--- src/rtl/interrupt_stack_ctrl_pkg.sv ---
// Shared definitions for the interrupt front-end / return-address stack.
//   - FSM state encoding (exported on the top's state_dbg port)
//   - default vector placement
//   - stack byte width
package interrupt_stack_ctrl_pkg;

  localparam int BYTE_W = 8;

  localparam logic [15:0] DEF_VEC_BASE   = 16'h0003;
  localparam int          DEF_VEC_STRIDE = 8;

  typedef enum logic [1:0] {
    ST_IDLE    = 2'd0,
    ST_PUSH_LO = 2'd1,
    ST_PUSH_HI = 2'd2,
    ST_VECTOR  = 2'd3
  } state_e;

endpackage

--- src/rtl/irq_sync_edge.sv ---
// Two-flop synchroniser for one active-low asynchronous request, followed by
// a falling-edge detector on the synchronised value.
// Ports:
//   clock    in  system clock
//   reset    in  asynchronous active-low reset (flops return to the idle-high level)
//   irq_n_i  in  raw asynchronous request, active low
//   fall_o   out one-cycle pulse when the synchronised request goes 1 -> 0
// An asynchronous fall is seen on fall_o after two clocks, so the pending bit
// it feeds is set on the third clock.
module irq_sync_edge (
  input  logic clock,
  input  logic reset,
  input  logic irq_n_i,
  output logic fall_o
);

  logic s1_q, s2_q, prev_q;

  always_ff @(posedge clock or negedge reset) begin
    if (!reset) begin
      s1_q   <= 1'b1;
      s2_q   <= 1'b1;
      prev_q <= 1'b1;
    end else begin
      s1_q   <= irq_n_i;
      s2_q   <= s1_q;
      prev_q <= s2_q;
    end
  end

  assign fall_o = prev_q & ~s2_q;

endmodule

--- src/rtl/interrupt_stack_ctrl.sv ---
// Interrupt front-end and return-address stack, upstream of control_unit.
// Captures falling edges on irq_n into pending bits, accepts the highest
// priority eligible source (index 0 highest), pushes pc_in onto a byte stack
// (low byte first), then strobes a vector load. RETI pops from control_unit
// rebuild the return PC (high byte first) and retire the innermost service.
// Ports:
//   clock, reset          clock / asynchronous active-low reset
//   irq_n[NUM_SRC]        active-low, falling-edge triggered requests
//   irq_mask[NUM_SRC]     1 = source enabled
//   int_en                control_unit is in a state where accepting is safe
//   pc_in                 return address pushed on accept
//   pop_1_stack/pop_2_stack  RETI first / second pop
//   int_o                 the control unit's "int" input (renamed: int is a
//                         reserved word); high while pushing and vectoring
//   pc_load_vec/pc_vector one-cycle vector load strobe and address
//   pc_ret_load/pc_ret    one-cycle return load strobe and address
//   in_service            sources currently being serviced
//   stack_ovf/stack_unf   sticky overflow / underflow flags
//   state_dbg, sp_dbg     FSM state and stack pointer for observation
// PC_W must be 16: each stack entry is exactly two bytes.
module interrupt_stack_ctrl
  import interrupt_stack_ctrl_pkg::*;
#(
  parameter int               NUM_SRC     = 2,
  parameter int               PC_W        = 16,
  parameter int               STACK_BYTES = 8,
  parameter logic [PC_W-1:0]  VEC_BASE    = DEF_VEC_BASE,
  parameter int               VEC_STRIDE  = DEF_VEC_STRIDE
) (
  input  logic                               clock,
  input  logic                               reset,
  input  logic [NUM_SRC-1:0]                 irq_n,
  input  logic [NUM_SRC-1:0]                 irq_mask,
  input  logic                               int_en,
  input  logic [PC_W-1:0]                    pc_in,
  input  logic                               pop_1_stack,
  input  logic                               pop_2_stack,
  output logic                               int_o,
  output logic                               pc_load_vec,
  output logic [PC_W-1:0]                    pc_vector,
  output logic                               pc_ret_load,
  output logic [PC_W-1:0]                    pc_ret,
  output logic [NUM_SRC-1:0]                 in_service,
  output logic                               stack_ovf,
  output logic                               stack_unf,
  output logic [1:0]                         state_dbg,
  output logic [$clog2(STACK_BYTES+1)-1:0]   sp_dbg
);

  localparam int SP_W  = $clog2(STACK_BYTES + 1);
  localparam int IDX_W = (STACK_BYTES > 1) ? $clog2(STACK_BYTES) : 1;
  localparam int WIN_W = (NUM_SRC > 1) ? $clog2(NUM_SRC) : 1;

  localparam logic [SP_W-1:0] SP_ONE     = SP_W'(1);
  localparam logic [SP_W-1:0] SP_TWO     = SP_W'(2);
  // Highest SP at which a full two-byte entry still fits.
  localparam logic [SP_W-1:0] SP_ACC_MAX = SP_W'(STACK_BYTES - 2);

  state_e                 state_q, state_d;
  logic [NUM_SRC-1:0]     pending_q, in_service_q;
  logic [NUM_SRC-1:0]     fall, elig, acc_clr;
  logic [WIN_W-1:0]       win_q, win_d;
  logic [SP_W-1:0]        sp_q, sp_m1;
  logic [BYTE_W-1:0]      stack_q [STACK_BYTES];
  logic [PC_W-1:0]        pc_ret_q, vec_addr;
  logic                   ret_load_q, ovf_q, unf_q;
  logic                   blocked, any_elig, in_idle, pop_any, room;
  logic                   accept, ovf_hit, pop1_ok, pop2_ok, unf_hit;

  // ---------------------------------------------------------------- capture
  for (genvar g = 0; g < NUM_SRC; g++) begin : g_sync
    irq_sync_edge u_sync (
      .clock   (clock),
      .reset   (reset),
      .irq_n_i (irq_n[g]),
      .fall_o  (fall[g])
    );
  end

  // ------------------------------------------------------------ arbitration
  // A source may preempt only if its index is below every in-service index,
  // so "blocked" accumulates in_service from index 0 up to and including i.
  always_comb begin
    elig     = '0;
    blocked  = 1'b0;
    win_d    = '0;
    for (int i = 0; i < NUM_SRC; i++) begin
      blocked = blocked | in_service_q[i];
      elig[i] = pending_q[i] & irq_mask[i] & ~blocked;
    end
    for (int i = NUM_SRC - 1; i >= 0; i--) begin
      if (elig[i]) win_d = WIN_W'(i);
    end
    any_elig = |elig;
  end

  assign in_idle = (state_q == ST_IDLE);
  // A pop in IDLE wins over an accept in the same cycle.
  assign pop_any = in_idle & (pop_1_stack | pop_2_stack);
  assign room    = (sp_q <= SP_ACC_MAX);
  assign accept  = in_idle & ~pop_any & int_en & any_elig & room;
  assign ovf_hit = in_idle & ~pop_any & int_en & any_elig & ~room;
  // If both pops are raised together the first pop is taken.
  assign pop1_ok = in_idle & pop_1_stack & (sp_q >= SP_TWO);
  assign pop2_ok = in_idle & ~pop_1_stack & pop_2_stack & (sp_q >= SP_ONE);
  assign unf_hit = in_idle & ((pop_1_stack & (sp_q < SP_TWO)) |
                              (~pop_1_stack & pop_2_stack & (sp_q == '0)));
  assign acc_clr = accept ? (NUM_SRC'(1) << win_d) : '0;
  assign sp_m1   = sp_q - SP_ONE;
  assign vec_addr = VEC_BASE + PC_W'(win_q) * PC_W'(VEC_STRIDE);

  // --------------------------------------------------------- FSM: register
  always_ff @(posedge clock or negedge reset) begin
    if (!reset) state_q <= ST_IDLE;
    else        state_q <= state_d;
  end

  // ------------------------------------------------------- FSM: next state
  always_comb begin
    state_d = state_q;
    case (state_q)
      ST_IDLE:    if (accept) state_d = ST_PUSH_LO;
      ST_PUSH_LO: state_d = ST_PUSH_HI;
      ST_PUSH_HI: state_d = ST_VECTOR;
      ST_VECTOR:  state_d = ST_IDLE;
      default:    state_d = ST_IDLE;
    endcase
  end

  // ----------------------------------------------------------- FSM: outputs
  always_comb begin
    int_o       = 1'b0;
    pc_load_vec = 1'b0;
    pc_vector   = '0;
    case (state_q)
      ST_PUSH_LO, ST_PUSH_HI: int_o = 1'b1;
      ST_VECTOR: begin
        int_o       = 1'b1;
        pc_load_vec = 1'b1;
        pc_vector   = vec_addr;
      end
      default: ;
    endcase
  end

  // -------------------------------------------------------------- datapath
  always_ff @(posedge clock or negedge reset) begin
    if (!reset) begin
      pending_q    <= '0;
      in_service_q <= '0;
      win_q        <= '0;
      sp_q         <= '0;
      pc_ret_q     <= '0;
      ret_load_q   <= 1'b0;
      ovf_q        <= 1'b0;
      unf_q        <= 1'b0;
      for (int i = 0; i < STACK_BYTES; i++) stack_q[i] <= '0;
    end else begin
      // A new edge on an already-pending source simply merges into the bit.
      pending_q  <= (pending_q | fall) & ~acc_clr;
      ret_load_q <= pop2_ok;
      ovf_q      <= ovf_q | ovf_hit;
      unf_q      <= unf_q | unf_hit;
      if (accept) win_q <= win_d;

      case (state_q)
        ST_PUSH_LO: begin
          stack_q[sp_q[IDX_W-1:0]] <= pc_in[BYTE_W-1:0];
          sp_q <= sp_q + SP_ONE;
        end
        ST_PUSH_HI: begin
          stack_q[sp_q[IDX_W-1:0]] <= pc_in[2*BYTE_W-1:BYTE_W];
          sp_q <= sp_q + SP_ONE;
        end
        ST_VECTOR: in_service_q[win_q] <= 1'b1;
        default: begin
          if (pop1_ok) begin
            sp_q <= sp_m1;
            pc_ret_q[2*BYTE_W-1:BYTE_W] <= stack_q[sp_m1[IDX_W-1:0]];
          end else if (pop2_ok) begin
            sp_q <= sp_m1;
            pc_ret_q[BYTE_W-1:0] <= stack_q[sp_m1[IDX_W-1:0]];
            // Retire the innermost (highest priority) active service.
            in_service_q <= in_service_q & (in_service_q - NUM_SRC'(1));
          end
        end
      endcase
    end
  end

  assign pc_ret_load = ret_load_q;
  assign pc_ret      = pc_ret_q;
  assign in_service  = in_service_q;
  assign stack_ovf   = ovf_q;
  assign stack_unf   = unf_q;
  assign state_dbg   = state_q;
  assign sp_dbg      = sp_q;

endmodule

--- config.mk ---
export PLATFORM = sky130hd
export DESIGN_NAME = interrupt_stack_ctrl
export DESIGN_NICKNAME = d
export VERILOG_FILES = /design/src/rtl/interrupt_stack_ctrl_pkg.sv /design/src/rtl/irq_sync_edge.sv /design/src/rtl/interrupt_stack_ctrl.sv
export SDC_FILE = /design/constraint.sdc
export NUM_CORES = 1
export LEC_CHECK = 0
export ABC_AREA = 1
export BUFFER_PORTS_ARGS = -buffer_cell sky130_fd_sc_hd__buf_2
export CAP_MARGIN = 15
export CELL_PAD_IN_SITES_DETAIL_PLACEMENT = 1
export CELL_PAD_IN_SITES_GLOBAL_PLACEMENT = 1
export CORE_MARGIN = 2
export CORE_UTILIZATION = 47
export DETAILED_ROUTE_END_ITERATION = 10
export PLACE_DENSITY_LB_ADDON = 0.25
export SYNTH_ARGS = -nofsm -noshare
export SYNTH_HDL_FRONTEND = slang
export SYNTH_SLANG_ARGS = --single-unit
export TNS_END_PERCENT = 5
--- constraint.sdc ---
create_clock -name clock -period 3.7 [get_ports clock]
set_input_delay 0.185 -clock clock [delete_from_list [all_inputs] [get_ports clock]]
set_output_delay 0.185 -clock clock [all_outputs]
set_load 0.1 [all_outputs]
Word-level counts from Yosys, hierarchy flattened
Cells that the tools add are included.
- bits in registers: 100
- muxes and demuxes: 24
- equal/unequal tests: 5
- order comparisons: 9
- shifts and indexed selects: 1
- $add $sub $neg: 4
- bitwise gates (word level): 44
- reductions and logical operators: 14
- operators by type and width (cell ; count):
    bitwise mux 64 bit ; 2
    one-hot mux 64 bit (2 select lines) ; 1
    binary-select mux 8 bit (select 3 bit) ; 1
    demux 8 bit (select 3 bit) ; 1
    2-to-1 mux 8 bit ; 3
    bitwise AND 1 bit ; 21
    inverter 1 bit ; 11
    greater-or-equal comparator 4 bit, second input constant ; 2
    2-to-1 mux 2 bit ; 4
    2-to-1 mux 4 bit ; 2
    inverter 3 -> 4 bit ; 2
    one-hot mux 2 bit (4 select lines) ; 1
    one-hot mux 4 bit (2 select lines) ; 1
    AND reduction 3 bit ; 2
    adder 2 x 4 -> 5 bit, first input constant ; 1
    2-to-1 mux 1 bit ; 5
    2-to-1 mux 5 bit ; 1
    bitwise OR 1 bit ; 5
    adder 4 x 1 -> 4 bit, second input constant ; 1
    bitwise AND 2 bit ; 2
    equality test 2 bit, second input constant ; 2
    greater-or-equal comparator 4 x 1 -> 1 bit, second input constant ; 1
    greater-or-equal comparator 4 x 2 -> 1 bit, second input constant ; 1
    <= comparator 4 x 3 -> 1 bit, second input constant ; 1
    other kinds (21) ; 27

Depth between registers and ports, before layout
Gate-level depths: netlist (run 1).
- depth in word-level cells: 10
- mapped depth: 11
- mapped depth without buffers: 9

Hierarchy
A second synthesis (run 1) with hierarchy kept.
- cells, all modules: 600
- area, all modules: 5142.4 µm²
- by module, submodules not included (module ; area an instance (µm²) ; cells an instance ; sequential area each (µm²) ; times used):
    interrupt_stack_ctrl ; 4964.8 ; 590 ; 2352.3 ; 1
    irq_sync_edge ; 88.8 ; 5 ; 78.8 ; 2

Worst setup path before layout (run 1)
No wires, ideal clock.
- path type: reg2out
- start point: reg state_q[1] (netlist: state_dbg[1])
- end point: out pc_vector[3]
- required time: 3.515 ns
- setup slack: 0.797 ns
- data arrival time: 2.718 ns
- buffers on the path: 0
- stages on the path, launching flop included: 4
- cells stage by stage: dfrtp_1 ha_1 nand2_1 inv_1
- longest elaborated chain between the ends: 2
- ends and longest elaborated chain (item ; line ; RTL):
    from (decl) ; interrupt_stack_ctrl.sv:59 ; state_e state_q, state_d;
    from (signal assigned) ; interrupt_stack_ctrl.sv:115 ; else state_q <= state_d;
    equality test 2 bit ; interrupt_stack_ctrl.sv:135 ; case (state_q)
    2-to-1 mux 5 bit ; interrupt_stack_ctrl.sv:135 ;
    to (decl) ; interrupt_stack_ctrl.sv:40 ; output logic [PC_W-1:0] pc_vector,
No other way between the ends.

Worst setup path after layout (run 1)
- start point: reg state_q[0] (netlist: state_dbg[0])
- end point: reg stack_q[44] in the netlist's numbering
- longest elaborated chain between the ends: 2
- elaborated cells between the ends (all ways): 4
- those cells by class: 2 x eq/ne; 1 x mux; 1 x reduce/logical
- ends and longest elaborated chain (item ; line ; RTL):
    equality test 2 bit / equality test 2 x 1 -> 1 bit (equally long branches) ; interrupt_stack_ctrl.sv:166 ; case (state_q)
    one-hot mux 64 bit (2 select lines) / nonzero test 2 bit (equally long branches) ; n/a ;
    to (signal, indexed assignment) ; interrupt_stack_ctrl.sv:168 ; stack_q[sp_q[IDX_W-1:0]] <= pc_in[BYTE_W-1:0];
    to (signal, indexed assignment) ; interrupt_stack_ctrl.sv:172 ; stack_q[sp_q[IDX_W-1:0]] <= pc_in[2*BYTE_W-1:BYTE_W];
    to (decl) ; interrupt_stack_ctrl.sv:64 ; logic [BYTE_W-1:0] stack_q [STACK_BYTES];
Several ways; a longest one is shown, not always the timed one.
A chain may end at the register's enable or synchronous reset.

==> impl_results.md, run 1 <==
- TritonCTS clock tree: built
- Syn-to-layout area delta: 9.75%
- RSZ-0062 raised after global routing: no
- Arrival time worst endpoint: 3090 ps
- Pwr dens: 373 nW/um2
- Required @ worst endpoint: 3990 ps
- Number of global-route vias before repair: 4,456
- Synth Warn #: 0
- DP Wirelength: 10,300 um
- GRT overflow: 0
- Status: finished with violations
- Clock Skew: 10.8 ps
- Critical Path Start Type: flop
- Synth cell types: 31
- Die Area: 11,700 um2
- Worst hold slack: -32.0 ps
- Row count: 37
- Mean Syn Cell Area: 8.46 um2
- N_diodes: 0
- Setup bufs post-CTS: 0
- Deepest level of the CTS H-tree: 3
- Maximum fanout along the worst path: 20
- Setup TNS: 0 ps
- DR vias/cell: 5.44
- Num CTS Buffers: 9
- Post-cts resize count: 0
- Chip width: 108 um
- Port Buffer Count: 56
- Top post-synthesis cells by area: dfrtp_1 46%, nand2_1 13%, o21ai_0 7.4%
- Hold Path Class: in -> async
- Chip height: 108 um
- Synth Instances: 601
- GPL Wtd Cong: 0.849
- First-pass GRT wire length: 23,800 um
- Highest clock rate: 358 MHz
- Synth top area share: 46.3%
- Layout cells sized above 1: 16.3%
- Starting density of the core: 48.8%
- Num ports: 70
- Via count: 4,271
- Clk_lat worst skew: 380 ps
- Post-synthesis sequential element count: 100
- CORE AREA: 10,400 um2
- Seq/Total Area, Yosys: 49.4%
- # Max-Cap Violations: 0
- Biggest area consumer among synthesized cells: dfrtp_1
- Worst Setup Path Type: reg -> reg
- Fin crit share: 75.5%
- Antenna violations before repair: 0
- Setup Viol. Count Final: 0
- Failing checks: negative hold slack
- Deepest clock path buffer count: 2
- R2R Setup Slk: 910 ps
- Reg2Reg Depth: 6
- Max Slew Vio Count: 0
- Clock Tree Root: clkbuf_8
- Largest net degree at the start of global routing: 78
- Minimum clock period: 2790 ps
- FILL cells: 1,288
- Worst vdd ir: 0.209 mV
- Placed Cells: 767
- TritonCTS sink count: 100
- Nets@finish: 677
- Post-Syn Area: 5080 um2
- Routed WL per cell: 18.8 um
- Final cell count without fillers: 785
- Hold buffers post-CTS: 2
- Starting DRC count in detailed routing: 271
- Clock-pin slew on the worst setup and hold paths: 100 ps
- CP endpoint kind: flop
- R2R Path Start: state_dbg[0]$_DFFE_PN0P_
- Commonest non-fill, non-tap cell in the layout: nand2_1
- Global Route Usage Sum: 27.3%
- R2R Path End: stack_q[44]$_DFFE_PN0P_
- Leak: 2.72 nW
- Total iterations of the first detailed-routing run: 5
- Most frequent cells in the layout: 176 x nand2_1, 93 x dfrtp_1, 77 x inv_1
- DRT antenna net count: 0
- DRC Markers: 0
- Final hold vios: 67
- Slew @ Worst Pin: 1030 ps
- Headroom to the max-slew limit: 31.1%
- WL final: 14,800 um
through the flow:
step	setup slack (ps)	hold slack [ps]	power, mW	util, %	instance area, um2
after floorplan	797	-111	1.20	-	5130
after global placement	1120	291	1.24	51.1	5320
after detailed placement	923	292	1.24	51.1	5320
after CTS	889	3.18	2.09	53.5	5580
after global routing	664	33.7	2.14	53.5	5580
final	906	-32.0	2.08	53.5	5580
area by class of cell:
type	instances	area [um2]	share of cell area, %
Clock buffer	10	128	2.29
Sequential cell	100	2510	45.0
Multi-Input combinational cell	391	2030	36.4
Tap cell	136	170	3.05
Clock inverter	6	111	2.00
Timing Repair Buffer	61	325	5.83
Inverter	81	304	5.45
report_power, final:
group          internal [mW]  switching, mW  leakage (nW)  total, mW
registers               1.10        0.00134          1.01       1.10
clock network          0.451          0.410         0.117      0.861
logic                 0.0164          0.102          1.59      0.118
synthesized netlist by cell type:
cell / count
a21oi_1: 10
a21oi_4: 1
a31o_2: 1
buf_2: 6
buf_4: 21
buf_6: 6
clkbuf_1: 8
clkinv_1: 1
conb_1: 1
dfrtp_1: 94
dfstp_2: 6
ha_1: 8
inv_1: 77
inv_2: 3
mux2_2: 8
nand2_1: 176
nand2_4: 1
nand3_1: 55
nand3_4: 1
nand4_1: 2
nor2_1: 9
nor2_4: 1
nor3_4: 1
nor4_4: 5
o211ai_1: 17
o21ai_0: 75
o21ai_1: 2
o21bai_1: 1
or2_2: 2
xnor2_1: 1
xnor2_4: 1
sequential cells by signal, summed over array words and instances (netlist names):
| signal | count |
|---|---|
| stack_ovf | 1 |
| sp_dbg | 4 |
| pc_ret_load | 1 |
| g_sync.u_sync.s1_q | 2 |
| stack_unf | 1 |
| state_dbg | 2 |
| in_service | 2 |
| pc_ret | 16 |
| pending_q | 2 |
| g_sync.u_sync.prev_q | 2 |
| g_sync.u_sync.s2_q | 2 |
| stack_q | 64 |
| win_q | 1 |
routing by layer:
| metal | global-route usage [%] | wire (um) | vias to the layer above |
|---|---|---|---|
| met5 | 0 | 0 | - |
| met3 | 4.22 | 640 | 27 |
| met2 | 44.9 | 7250 | 119 |
| li1 | - | - | 1983 |
| met1 | 36.2 | 6490 | 2142 |
| met4 | 11.1 | 393 | 0 |
critical path: stages, from the launching register on:
cell and delay [ps]:
dfrtp_1 420, inv_1 100, ha_1 540, inv_1 540, nor4_4 810, nand2_1 140
o21ai_0 130
worst max-delay path by stage:
stage / slack (ps) / end / cells past startpoint / start
floorplan: 800 / pc_vector[3] / 3 / state_dbg[1]$_DFFE_PN0P_
global placement: 1120 / stack_q[32]$_DFFE_PN0P_ / 5 / state_dbg[1]$_DFFE_PN0P_
detailed placement: 920 / stack_q[32]$_DFFE_PN0P_ / 5 / state_dbg[0]$_DFFE_PN0P_
CTS: 890 / stack_q[32]$_DFFE_PN0P_ / 5 / state_dbg[0]$_DFFE_PN0P_
global route: 660 / stack_q[44]$_DFFE_PN0P_ / 5 / state_dbg[1]$_DFFE_PN0P_
finish: 910 / stack_q[44]$_DFFE_PN0P_ / 6 / state_dbg[0]$_DFFE_PN0P_
cells by family (layout without fill, tap and decap cells):
kind of cell | count (synthesis) | in the layout | synth area share [%]
and+or+nand+nor | 253 | 253 | 22.8
buffers and inverters | 122 | 158 | 11.6
AOI/OAI and AO/OA | 107 | 107 | 11.7
DFF | 100 | 100 | 49.4
adders and majority gates | 8 | 8 | 1.97
muxes | 8 | 8 | 1.77
xor gates and xnor gates | 2 | 2 | 0.714
other | 1 | 13 | 0.0738
(Power assumes the default switching activity.)
==> run 2: changes to the inputs <==
--- a/config.mk
+++ b/config.mk
@@ -11,7 +11,7 @@
 export CELL_PAD_IN_SITES_DETAIL_PLACEMENT = 1
 export CELL_PAD_IN_SITES_GLOBAL_PLACEMENT = 1
 export CORE_MARGIN = 2
-export CORE_UTILIZATION = 47
+export CORE_UTILIZATION = 43
 export DETAILED_ROUTE_END_ITERATION = 10
 export PLACE_DENSITY_LB_ADDON = 0.25
 export SYNTH_ARGS = -nofsm -noshare
==> constraint.sdc (replaced) <==
create_clock -name clock -period 2.7 [get_ports clock]
set_input_delay 0.135 -clock clock [delete_from_list [all_inputs] [get_ports clock]]
set_output_delay 0.135 -clock clock [all_outputs]
set_load 0.1 [all_outputs]
==> run 2 against run 1 <==
  * The run now ends clean
  * Die area grew 8.9%
  * Critical path depth shrank 1
  * Sequential cell count is the same
  * Via count shrank 1.7%
  * Clock power grew 56%
  * Setup slack lost 800 ps
  * First-iteration DRC count grew 15%
  * Sequential power grew 37%
  * Hold slack gained 160 ps
  * Combinational power grew 44%
  * Non-clock buffer count grew 7
  * Largest cell class unchanged
  * Highest routed layer unchanged
==> impl_results.md, run 2 (same netlist as run 1, synthesis figures left out) <==
- Crit-path cells: inv_1 -> ha_1 -> inv_1 -> nor4_4 -> o21ai_0
- GPL Wtd Cong: 0.824
- Worst Setup Path Type: reg -> reg
- Required @ worst endpoint: 2890 ps
- Row count: 39
- Num CTS Buffers: 9
- Clock Skew: 7.78 ps
- Most frequent cells in the layout: 176 x nand2_1, 93 x dfrtp_1, 77 x inv_1
- Post-cts resize count: 0
- CORE AREA: 11,500 um2
- Worst vdd ir: 0.626 mV
- N_diodes: 0
- Pwr dens: 526 nW/um2
- Overall power: 3.02 mW
- Largest net degree at the start of global routing: 65
- Routed WL per cell: 18.4 um
- Nets@finish: 684
- Crit-path max cell delay: 760 ps
- Chip width: 113 um
- Die Area: 12,700 um2
- Syn-to-layout area delta: 12.8%
- Layout cells sized above 1: 17.1%
- TritonCTS sink count: 100
- Via count: 4,197
- Leak: 2.79 nW
- Deepest clock path buffer count: 2
- Worst hold start: pop_1_stack
- TritonCTS clock tree: built
- Port Buffer Count: 56
- Slowest cell on the critical path: nor4_4
- Commonest non-fill, non-tap cell in the layout: nand2_1
- Global Route Usage Sum: 24.6%
- CP dominant cell by count: inv_1
- # Max-Cap Violations: 0
- Final hold vios: 0
- Max reg flops: 64
- Clock-pin slew on the worst setup and hold paths: 70 ps
- FILL cells: 1,427
- Hold Path Class: in -> reg
- Status: finished clean
- GRT overflow: 0
- Arrival time worst endpoint: 2780 ps
- Multi-input combinational cell area: 2030 um2
- Number of global-route vias before repair: 4,447
- DP Wirelength: 9950 um
- Minimum clock period: 2590 ps
- Reg with most FFs: stack_q
- First-pass GRT wire length: 23,900 um
- Highest clock rate: 386 MHz
- Deepest level of the CTS H-tree: 3
- Placed Cells: 779
- WL final: 14,700 um
- Slew @ Worst Pin: 937 ps
- R2R Path Start: state_dbg[1]$_DFFE_PN0P_
- Headroom to the max-slew limit: 37.5%
- DRC Markers: 0
- Fin crit share: 95.9%
- Setup TNS: 0 ps
- Setup Viol. Count Final: 0
- DRT antenna net count: 0
- Maximum fanout along the worst path: 16
- Critical Path Source: state_dbg[1]$_DFFE_PN0P_
- Starting density of the core: 44.3%
- RSZ-0062 raised after global routing: yes
- Antenna violations before repair: 0
- Storage cell area: 2510 um2
- Total iterations of the first detailed-routing run: 4
- Max Slew Vio Count: 0
- Starting DRC count in detailed routing: 311
- Chip height: 113 um
- Final cell count without fillers: 797
- Num ports: 70
- Clock Tree Root: clkbuf_16
- DR vias/cell: 5.27
- Clk_lat worst skew: 360 ps
- CP endpoint kind: flop
- Critical Path Start Type: flop
[run 2: cell types whose count changed in the layout (fill, tap and decap cells not counted), moves of 2 or more]
cell       change
clkbuf_16      +9
bufinv_16      -2
clkinv_4       +2
clkbuf_8       -7
buf_4          +4
buf_12         +2
[run 2: cell type report]
type,count,area share [%]
Clock buffer,11,4.41
Multi-Input combinational cell,391,35.4
Sequential cell,100,43.8
Tap cell,143,3.12
Timing Repair Buffer,68,7.07
Clock inverter,3,0.830
Inverter,81,5.31
[run 2: path summary, 6_finish.rpt]
| path | end | slack (ps) | cells after the start |
|---|---|---|---|
| min in group asynchronous | stack_q[59]$_DFFE_PN0P_ | 360 | 2 |
| hold / removal | stack_unf$_DFF_PN0_ | 130 | 4 |
| setup / recovery | stack_q[38]$_DFFE_PN0P_ | 110 | 5 |
| hold reg to reg | g_sync[0].u_sync.s2_q$_DFF_PN1_ | 360 | 0 |
| setup reg to reg | stack_q[38]$_DFFE_PN0P_ | 110 | 5 |
| max in group asynchronous | stack_q[5]$_DFFE_PN0P_ | 1650 | 3 |
[run 2: power by group]
group	internal [mW]	total, mW	leakage (nW)	switching [mW]
clock	0.762	1.34	0.148	0.576
sequential	1.51	1.51	1.01	0.00206
combinational	0.0264	0.170	1.63	0.143
total	2.29	3.02	2.79	0.722
[run 2: metrics by stage]
step	setup WS [ps]	util [%]	area, um2	hold slack (ps)
floorplan	-109	-	5130	-161
global placement	310	46.9	5380	206
detailed placement	214	46.9	5380	225
CTS	169	49.8	5710	122
global route	-39.0	50.0	5730	152
finish	110	50.0	5730	132
[run 2: worst max-delay path, delay by kind of cell, from the launching register on]
family	cells	cell delay, ps
compound gates	1	220
simple gates	1	760
buf+inv	2	510
flops	1	430
fa+ha+maj	1	490
[run 2: per-layer routing]
layer,vias up,routed length [um],track usage (%)
met4,0,243,7.56
met2,90,7470,42.6
li1,1989,-,-
met3,17,635,4.61
met5,-,0,0
met1,2101,6340,31.3
[run 2: timing repair]
action,CTS,global route
endpoints found under the hold margin,44,0
setup buffers,0,1
setup endpoints to repair,0,11
hold buffers,3,0
